--- src/rtl/demux_1ton_buf.sv ---
// Registered 1-to-N valid/ready demultiplexer with a one-entry holding register per channel.
// Optional broadcast input enabled by defining DEMUX_1TON_BCAST_EN.
module demux_1ton_buf #(
  parameter  int N     = 8,
  parameter  int W     = 8,
  localparam int SEL_W = $clog2(N)
) (
  input  logic             clk,
  input  logic             rst_n,
  input  logic             i_valid,
  output logic             i_ready,
  input  logic [W-1:0]     i_data,
  input  logic [SEL_W-1:0] s,
  input  logic             rr_mode,
`ifdef DEMUX_1TON_BCAST_EN
  input  logic             bcast,
`endif
  output logic [N-1:0]     y_valid,
  input  logic [N-1:0]     y_ready,
  output logic [N*W-1:0]   y_data,
  output logic             err
);

  localparam logic [SEL_W:0] N_EXT = (SEL_W+1)'(N);

  logic [N-1:0]     r_valid;
  logic [N*W-1:0]   r_data;
  logic [SEL_W-1:0] r_ptr;
  logic             r_err;

  logic [SEL_W-1:0] w_tgt;
  logic             w_in_rng;
  logic [N-1:0]     w_free;
  logic [N-1:0]     w_load;
  logic             w_acc;
  logic             w_drop;
  logic             w_adv;
  logic             w_bc;

`ifdef DEMUX_1TON_BCAST_EN
  assign w_bc = bcast;
`else
  assign w_bc = 1'b0;
`endif

  // Out-of-range targets are always ready so the word is swallowed.
  always_comb begin
    w_tgt    = rr_mode ? r_ptr : s;
    w_in_rng = {1'b0, w_tgt} < N_EXT;
    w_free   = ~r_valid | y_ready;
    i_ready  = w_in_rng ? w_free[w_tgt] : 1'b1;
    if (w_bc)
      i_ready = &w_free;
    w_acc  = i_valid & i_ready;
    w_load = '0;
    for (int k = 0; k < N; k++) begin
      if (w_bc || (w_in_rng && w_tgt == SEL_W'(k)))
        w_load[k] = w_acc;
    end
    w_drop = w_acc & ~w_bc & ~w_in_rng;
    w_adv  = w_acc & ~w_bc & rr_mode;
  end

  always_ff @(posedge clk) begin
    if (!rst_n) begin
      r_valid <= '0;
      r_data  <= '0;
      r_ptr   <= '0;
      r_err   <= 1'b0;
    end else begin
      r_err <= w_drop;
      for (int k = 0; k < N; k++) begin
        if (w_load[k]) begin
          r_valid[k]       <= 1'b1;
          r_data[k*W +: W] <= i_data;
        end else if (y_ready[k]) begin
          r_valid[k] <= 1'b0;
        end
      end
      if (w_adv)
        r_ptr <= (r_ptr == SEL_W'(N-1)) ? '0 : r_ptr + 1'b1;
    end
  end

  assign y_valid = r_valid;
  assign y_data  = r_data;
  assign err     = r_err;

endmodule
--- config.mk ---
export PLATFORM = sky130hd
export DESIGN_NAME = demux_1ton_buf
export DESIGN_NICKNAME = d
export VERILOG_FILES = /design/src/rtl/demux_1ton_buf.sv
export SDC_FILE = /design/constraint.sdc
export NUM_CORES = 1
export LEC_CHECK = 0
export ABC_AREA = 1
export ABC_CLOCK_PERIOD_IN_PS = 4560
export CORE_ASPECT_RATIO = 0.5
export CORE_UTILIZATION = 52
export DETAILED_ROUTE_END_ITERATION = 8
export GPL_TIMING_DRIVEN = 0
export PLACE_DENSITY = 0.86
export RECOVER_POWER = 100
export SLEW_MARGIN = 25
export SYNTH_ARGS = -nofsm -noshare
export SYNTH_HDL_FRONTEND = slang
export SYNTH_SLANG_ARGS = --single-unit
--- constraint.sdc ---
create_clock -name clk -period 4.56 [get_ports clk]
set_input_delay 0.912 -clock clk [delete_from_list [all_inputs] [get_ports clk]]
set_output_delay 0.912 -clock clk [all_outputs]
set_load 0.02 [all_outputs]
==> results of run 1 <==
worst register-to-register path, cell delays in order, from the launching register on:
cell	delay [ns]
dfxtp_1	0.31
inv_1	0.06
nand2_1	0.05
o21ai_0	0.27
inv_1	0.23
nand3_2	0.14
nand2_2	0.08
buf_12	0.14
nand3_1	0.30
clkbuf_1	0.47
nand2_2	0.08
nand2_1	0.08
nor2_1	0.04
per-stage QoR:
stage	hold slack, ns	worst slack [ns]	util
CTS	0.508	0.643	0.763
floorplan	0.472	1.95	-
global route	0.533	0.284	0.739
finish	0.507	0.480	0.739
global placement	0.491	0.667	0.709
detailed placement	0.499	0.650	0.709
synth_stat cells, drive strengths merged:
cell type,number
nor2,148
conb,1
dfxtp,75
o21ai,2
nand3,16
nand2,155
inv,86
nor3,1
ha,2
clkbuf,4
buf,22
clkinv,1
a21oi,9
flip-flops by register name, indices dropped and copies added (netlist names):
name / count
r_ptr: 3
y_data: 64
y_valid: 8
final cells by class:
class	count	area (sq um)	share of cell area
Timing Repair Buffer	85	851	0.184
Clock inverter	6	114	0.0246
Inverter	87	327	0.0706
Multi-Input combinational cell	334	1350	0.292
Tap cell	88	110	0.0238
Buffer	26	146	0.0316
Clock buffer	9	225	0.0487
Sequential cell	75	1500	0.325
cell usage in the layout, fill, tap and decap left out, drive strengths merged:
cell type      netlist  routed
a21oi                9       9
buf                 22      14
bufinv               0       3
clkbuf               4      21
clkdlybuf4s50        0      13
clkinv               1       1
clkinvlp             0       2
conb                 1       1
dfxtp               75      75
dlygate4sd3          0      72
ha                   2       2
inv                 86      87
nand2              155     155
nand3               16      16
nor2               148     148
nor3                 1       1
o21ai                2       2
cells by family (layout without fill, tap and decap cells):
kind of cell,Yosys count,in the layout,synth area share
AOI/OAI and AO/OA,11,11,0.0159
adders and majority gates,2,2,0.00721
buffers and inverters,113,213,0.152
DFF,75,75,0.432
other,1,1,0.00108
and+or+nand+nor,320,320,0.392
routing by layer:
layer  vias up  track usage  part of all wire
li1       1691            -                 -
met2       137        0.505              0.47
met5         -            0                 0
met3        18       0.0677             0.086
met4         0       0.0952             0.020
met1      1541        0.341              0.42
path summary, 6_finish.rpt:
kind              slack, ns                endpoint                  start
setup / recovery       0.48                 i_ready                rr_mode
hold / removal         0.51   r_ptr[0]$_SDFFE_PN0P_  r_ptr[0]$_SDFFE_PN0P_
setup reg to reg       2.19  y_data[6]$_SDFFE_PN0P_  r_ptr[2]$_SDFFE_PN0P_
hold reg to reg        0.51   r_ptr[0]$_SDFFE_PN0P_  r_ptr[0]$_SDFFE_PN0P_
power breakdown:
group / switching (mW) / total, mW / leakage (nW) / internal, mW
logic: 0.144 / 0.230 / 1.78 / 0.0866
registers: 0.0149 / 0.699 / 0.609 / 0.684
clock network: 0.277 / 0.810 / 0.158 / 0.533
==> results.yml, run 1 <==
clock_network:
  cts_root_buf: "clkbuf_16"
  cts_resized: 0
  numCtsBuffers: 9
  cts_tree: "yes"
  insertion_delay_ns: 0.33
  path_clk_slew_ns: 0.06
  holdBufCountCts: 0
  cts_max_path_buffers: 2
  ctsHtreeMaxLevel: 3
  cts.sinks: 75
  post_cts_buffers: 0
power_and_ir_drop:
  p_leak_nw: 2.54
  ir_drop_v: 0.000197
  power_mw: 1.74
  powerDensity_mw_per_mm2: 376
worst_setup_path:
  reg2regPathDepth: 12
  critPathMaxFanout: 10
  crit_type: "input port to output port"
  end_kind: "output port"
  crit_buf_inv: 4
  arrival_ns: 3.17
  startpoint_type: "input port"
  crit_family: "buffers and inverters"
  path_cells: "clkdlybuf4s50_1 > o21ai_0 > inv_1 > nand3_2 > nand2_2 > buf_12 > clkdlybuf4s50_1"
  crit_cells: 7
  cp_common_cell: "clkdlybuf4s50_1"
  cp.required_ns: 3.65
  max_stage_delay_ns: 0.62
  slowest_stage: "o21ai_0"
floorplanning:
  initial_core_util: 0.555
  dieArea_sq_mm: 0.00703
  row_count: 20
  die-height_um: 59.8
  pin_count: 97
  core_area_sq_mm: 0.00626
  die_w_um: 118
layout:
  final_nets: 643
  finish.instance_area_sq_mm: 0.00463
  diodes: 0
  drive_gt1_frac: 0.0659
  area.growth.synth_to_final_pct: 33.2
  final_cells: 710
  nFillCells: 484
logic_synthesis:
  synth_area_sq_mm: 0.00347
  synth_seq_cells: 75
  synth_nets: 547
  yosysTopAreaCell: "dfxtp_1"
  syn_avg_cell_area_sq_um: 6.65
  synth_top_area_frac: 0.432
  syn_inst: 522
  synthTopCellsByArea: "dfxtp_1 (43%), nor2_1 (16%), nand2_1 (16%)"
  yosys_warnings: 0
  yosysUniqueCellTypes: 20
  yosysSeqAreaShare: 0.432
placed_design:
  place_inst: 695
  dpl.hpwl_um: 6270
  place_area_sq_mm: 0.00443
  port-buffer-count: 85
  gp_congestion: 0.819
sta:
  fmax_ghz: 0.245
  setup_viol: 0
  rsz0062_at_grt: "no"
  period_minus_slack_ns: 4.08
  slew_viol_final: 0
  final-hold-violation-count: 0
  tightest_slew_ns: 0.709
  relSlewSlack: 0.522
  tns_ns: 0
  clock_skew_ns: 0.00864
  period_share: 0.895
detailed_routing:
  drtIter0Drc: 282
  drt-pass1-iter-count: 5
  vias: 3387
  antenna_left: 0
  vias_per_cell: 4.77
  drt-total-wl_um: 9410
  wire_per_inst_um: 13.3
  drc: 0
hold_path:
  hp-class: "flop to flop"
  worstHoldPathCells: 2
run:
  maxCapViolations: 0
global_route:
  grt_pass1_vias: 3093
  grt_first_pass_wirelength_um: 15000
  grt-ovfl-total: 0
  gr-usage-all-layers: 0.281
  grt_antenna_before_repair: 0
  grt_start_max_net_pins: 14
status:
  status: "finished, final reports clean"
Power figures use the tool's default switching activity.
==> run 2, diff against run 1 <==
--- a/config.mk
+++ b/config.mk
@@ -7,11 +7,13 @@
 export LEC_CHECK = 0
 export ABC_AREA = 1
 export ABC_CLOCK_PERIOD_IN_PS = 4560
+export CELL_PAD_IN_SITES_DETAIL_PLACEMENT = 1
+export CELL_PAD_IN_SITES_GLOBAL_PLACEMENT = 1
 export CORE_ASPECT_RATIO = 0.5
-export CORE_UTILIZATION = 52
+export CORE_UTILIZATION = 36
 export DETAILED_ROUTE_END_ITERATION = 8
 export GPL_TIMING_DRIVEN = 0
-export PLACE_DENSITY = 0.86
+export PLACE_DENSITY_LB_ADDON = 0.1
 export RECOVER_POWER = 100
 export SLEW_MARGIN = 25
 export SYNTH_ARGS = -nofsm -noshare
==> results.yml, run 2 (synthesized netlist as in run 1, its figures left out) <==
status:
  status: "finished, final reports clean"
sta:
  relSlewSlack: 0.602
  setup_viol: 0
  tightest_slew_ns: 0.596
  fmax_ghz: 0.242
  period_share: 0.905
  slew_viol_final: 0
  tns_ns: 0
  rsz0062_at_grt: "no"
  period_minus_slack_ns: 4.13
  clock_skew_ns: 0.00547
  holdWs_ns: 0.509
  final-hold-violation-count: 0
hold_path:
  hp-class: "flop to flop"
  min-delay-start: "y_data[49]$_SDFFE_PN0P_"
clock_network:
  cts_max_path_buffers: 2
  post_cts_buffers: 0
  ctsHtreeMaxLevel: 3
  cts_tree: "yes"
  insertion_delay_ns: 0.33
  cts.sinks: 75
  path_clk_slew_ns: 0.06
  cts_resized: 0
  numCtsBuffers: 9
  holdBufCountCts: 0
  cts_root_buf: "clkbuf_16"
worst_setup_path:
  cp_common_cell: "dlygate4sd3_1"
  crit_type: "input port to output port"
  path_cells: "dlygate4sd3_1 > o21ai_1 > inv_1 > nand3_2 > nand2_1 > buf_12 > dlygate4sd3_1"
  crit_family: "buffers and inverters"
  critPathMaxFanout: 10
  arrival_ns: 3.22
  r2r_start: "r_ptr[2]$_SDFFE_PN0P_"
  max_stage_delay_ns: 0.64
  slowest_stage: "dlygate4sd3_1"
  startpoint_type: "input port"
  cp.required_ns: 3.65
  end_kind: "output port"
  critPathLaunch: "rr_mode"
  crit_buf_inv: 4
detailed_routing:
  drt-total-wl_um: 10300
  drtIter0Drc: 117
  vias: 3315
  antenna_left: 0
  met2_length_um: 4450
  wire_per_inst_um: 13.7
  wl_met1_um: 5120
  top_layer: "met4"
  drt-pass1-iter-count: 4
  vias_per_cell: 4.40
  drc: 0
  wl_met3_um: 683
layout:
  largest_reg_flops: 64
  area.growth.synth_to_final_pct: 33.2
  layout_common_cells: "nor2_1 (148), nand2_1 (146), inv_1 (86), dfxtp_1 (75), dlygate4sd3_1 (74)"
  final_common_cell: "nor2_1"
  register_area_sq_mm: 0.00150
  diodes: 0
  nFillCells: 1183
  multi_input_area_sq_mm: 0.00135
  drive_gt1_frac: 0.0626
  utilization: 0.511
  final_nets: 643
floorplanning:
  die-height_um: 71.4
  initial_core_util: 0.384
  core_area_sq_mm: 0.00904
  row_count: 24
  die_w_um: 141
  pin_count: 97
  dieArea_sq_mm: 0.0101
global_route:
  grt_pass1_vias: 3231
  grt_antenna_before_repair: 0
  grt_start_max_net_pins: 13
  grt-ovfl-total: 0
  grt_first_pass_wirelength_um: 16500
  gr-usage-all-layers: 0.220
placed_design:
  gp_congestion: 0.790
  port-buffer-count: 85
  dpl.hpwl_um: 7530
power_and_ir_drop:
  ir_drop_v: 0.000217
  powerDensity_mw_per_mm2: 352
  p_leak_nw: 2.53
run:
  maxCapViolations: 0
## run 2: cell types whose count changed in the layout (fill, tap and decap cells not counted)
| cell | previous run | this run |
|---|---|---|
| clkinv_2 | 0 | 3 |
| bufinv_16 | 3 | 1 |
| clkbuf_1 | 12 | 14 |
| clkdlybuf4s50_1 | 13 | 11 |
| clkinvlp_4 | 2 | 0 |
| dlygate4sd3_1 | 72 | 74 |
| clkinv_4 | 0 | 1 |
| inv_6 | 1 | 0 |
| nand2_1 | 145 | 146 |
| nand2_2 | 8 | 7 |
| o21ai_0 | 1 | 0 |
| o21ai_1 | 1 | 2 |
## run 2: routing by layer
metal  global-route usage  up-vias
met3               0.0662        9
met1                0.295     1540
li1                     -     1687
met5                    0        -
met4               0.0652        0
met2                0.343       79
## run 2: through the flow
stage | std cells | cell area (sq um) | setup WS, ns | power, mW
after floorplan | 522 | 3470 | 1.95 | 0.865
after global placement | 737 | 4490 | 0.621 | 0.964
after detailed placement | 737 | 4490 | 0.649 | 0.970
after CTS | 753 | 4770 | 0.619 | 1.67
after global routing | 753 | 4620 | 0.271 | 1.70
final | 753 | 4620 | 0.431 | 1.63
## run 2: area by class of cell
| cell class | count | area share |
|---|---|---|
| Sequential cell | 75 | 0.325 |
| Multi-Input combinational cell | 334 | 0.292 |
| Timing Repair Buffer | 85 | 0.184 |
| Inverter | 87 | 0.0706 |
| Clock buffer | 11 | 0.0503 |
| Tap cell | 130 | 0.0352 |
| Buffer | 26 | 0.0317 |
| Clock inverter | 5 | 0.0116 |
## run 2: where the power goes
group / switching, mW / leakage (nW) / internal, mW / total (mW)
Combinational: 0.144 / 1.78 / 0.0859 / 0.230
Sequential: 0.0148 / 0.609 / 0.684 / 0.699
Clock: 0.277 / 0.143 / 0.422 / 0.699
## run 2: worst reg2reg max path: stages, from the launching register on
cell	delay [ns]
dfxtp_1	0.31
inv_1	0.07
nand2_1	0.05
o21ai_1	0.27
inv_1	0.20
nand3_2	0.11
nand2_1	0.11
buf_12	0.16
nand3_1	0.32
clkbuf_1	0.52
nand2_2	0.07
nand2_1	0.08
nor2_1	0.04
## run 2: worst paths after layout
kind         slack (ns)  cells past startpoint                       to
min reg2reg        0.51                      4  y_data[49]$_SDFFE_PN0P_
max reg2reg        2.15                     12  y_data[54]$_SDFFE_PN0P_
min                0.51                      4  y_data[49]$_SDFFE_PN0P_
max                0.43                      7                  i_ready
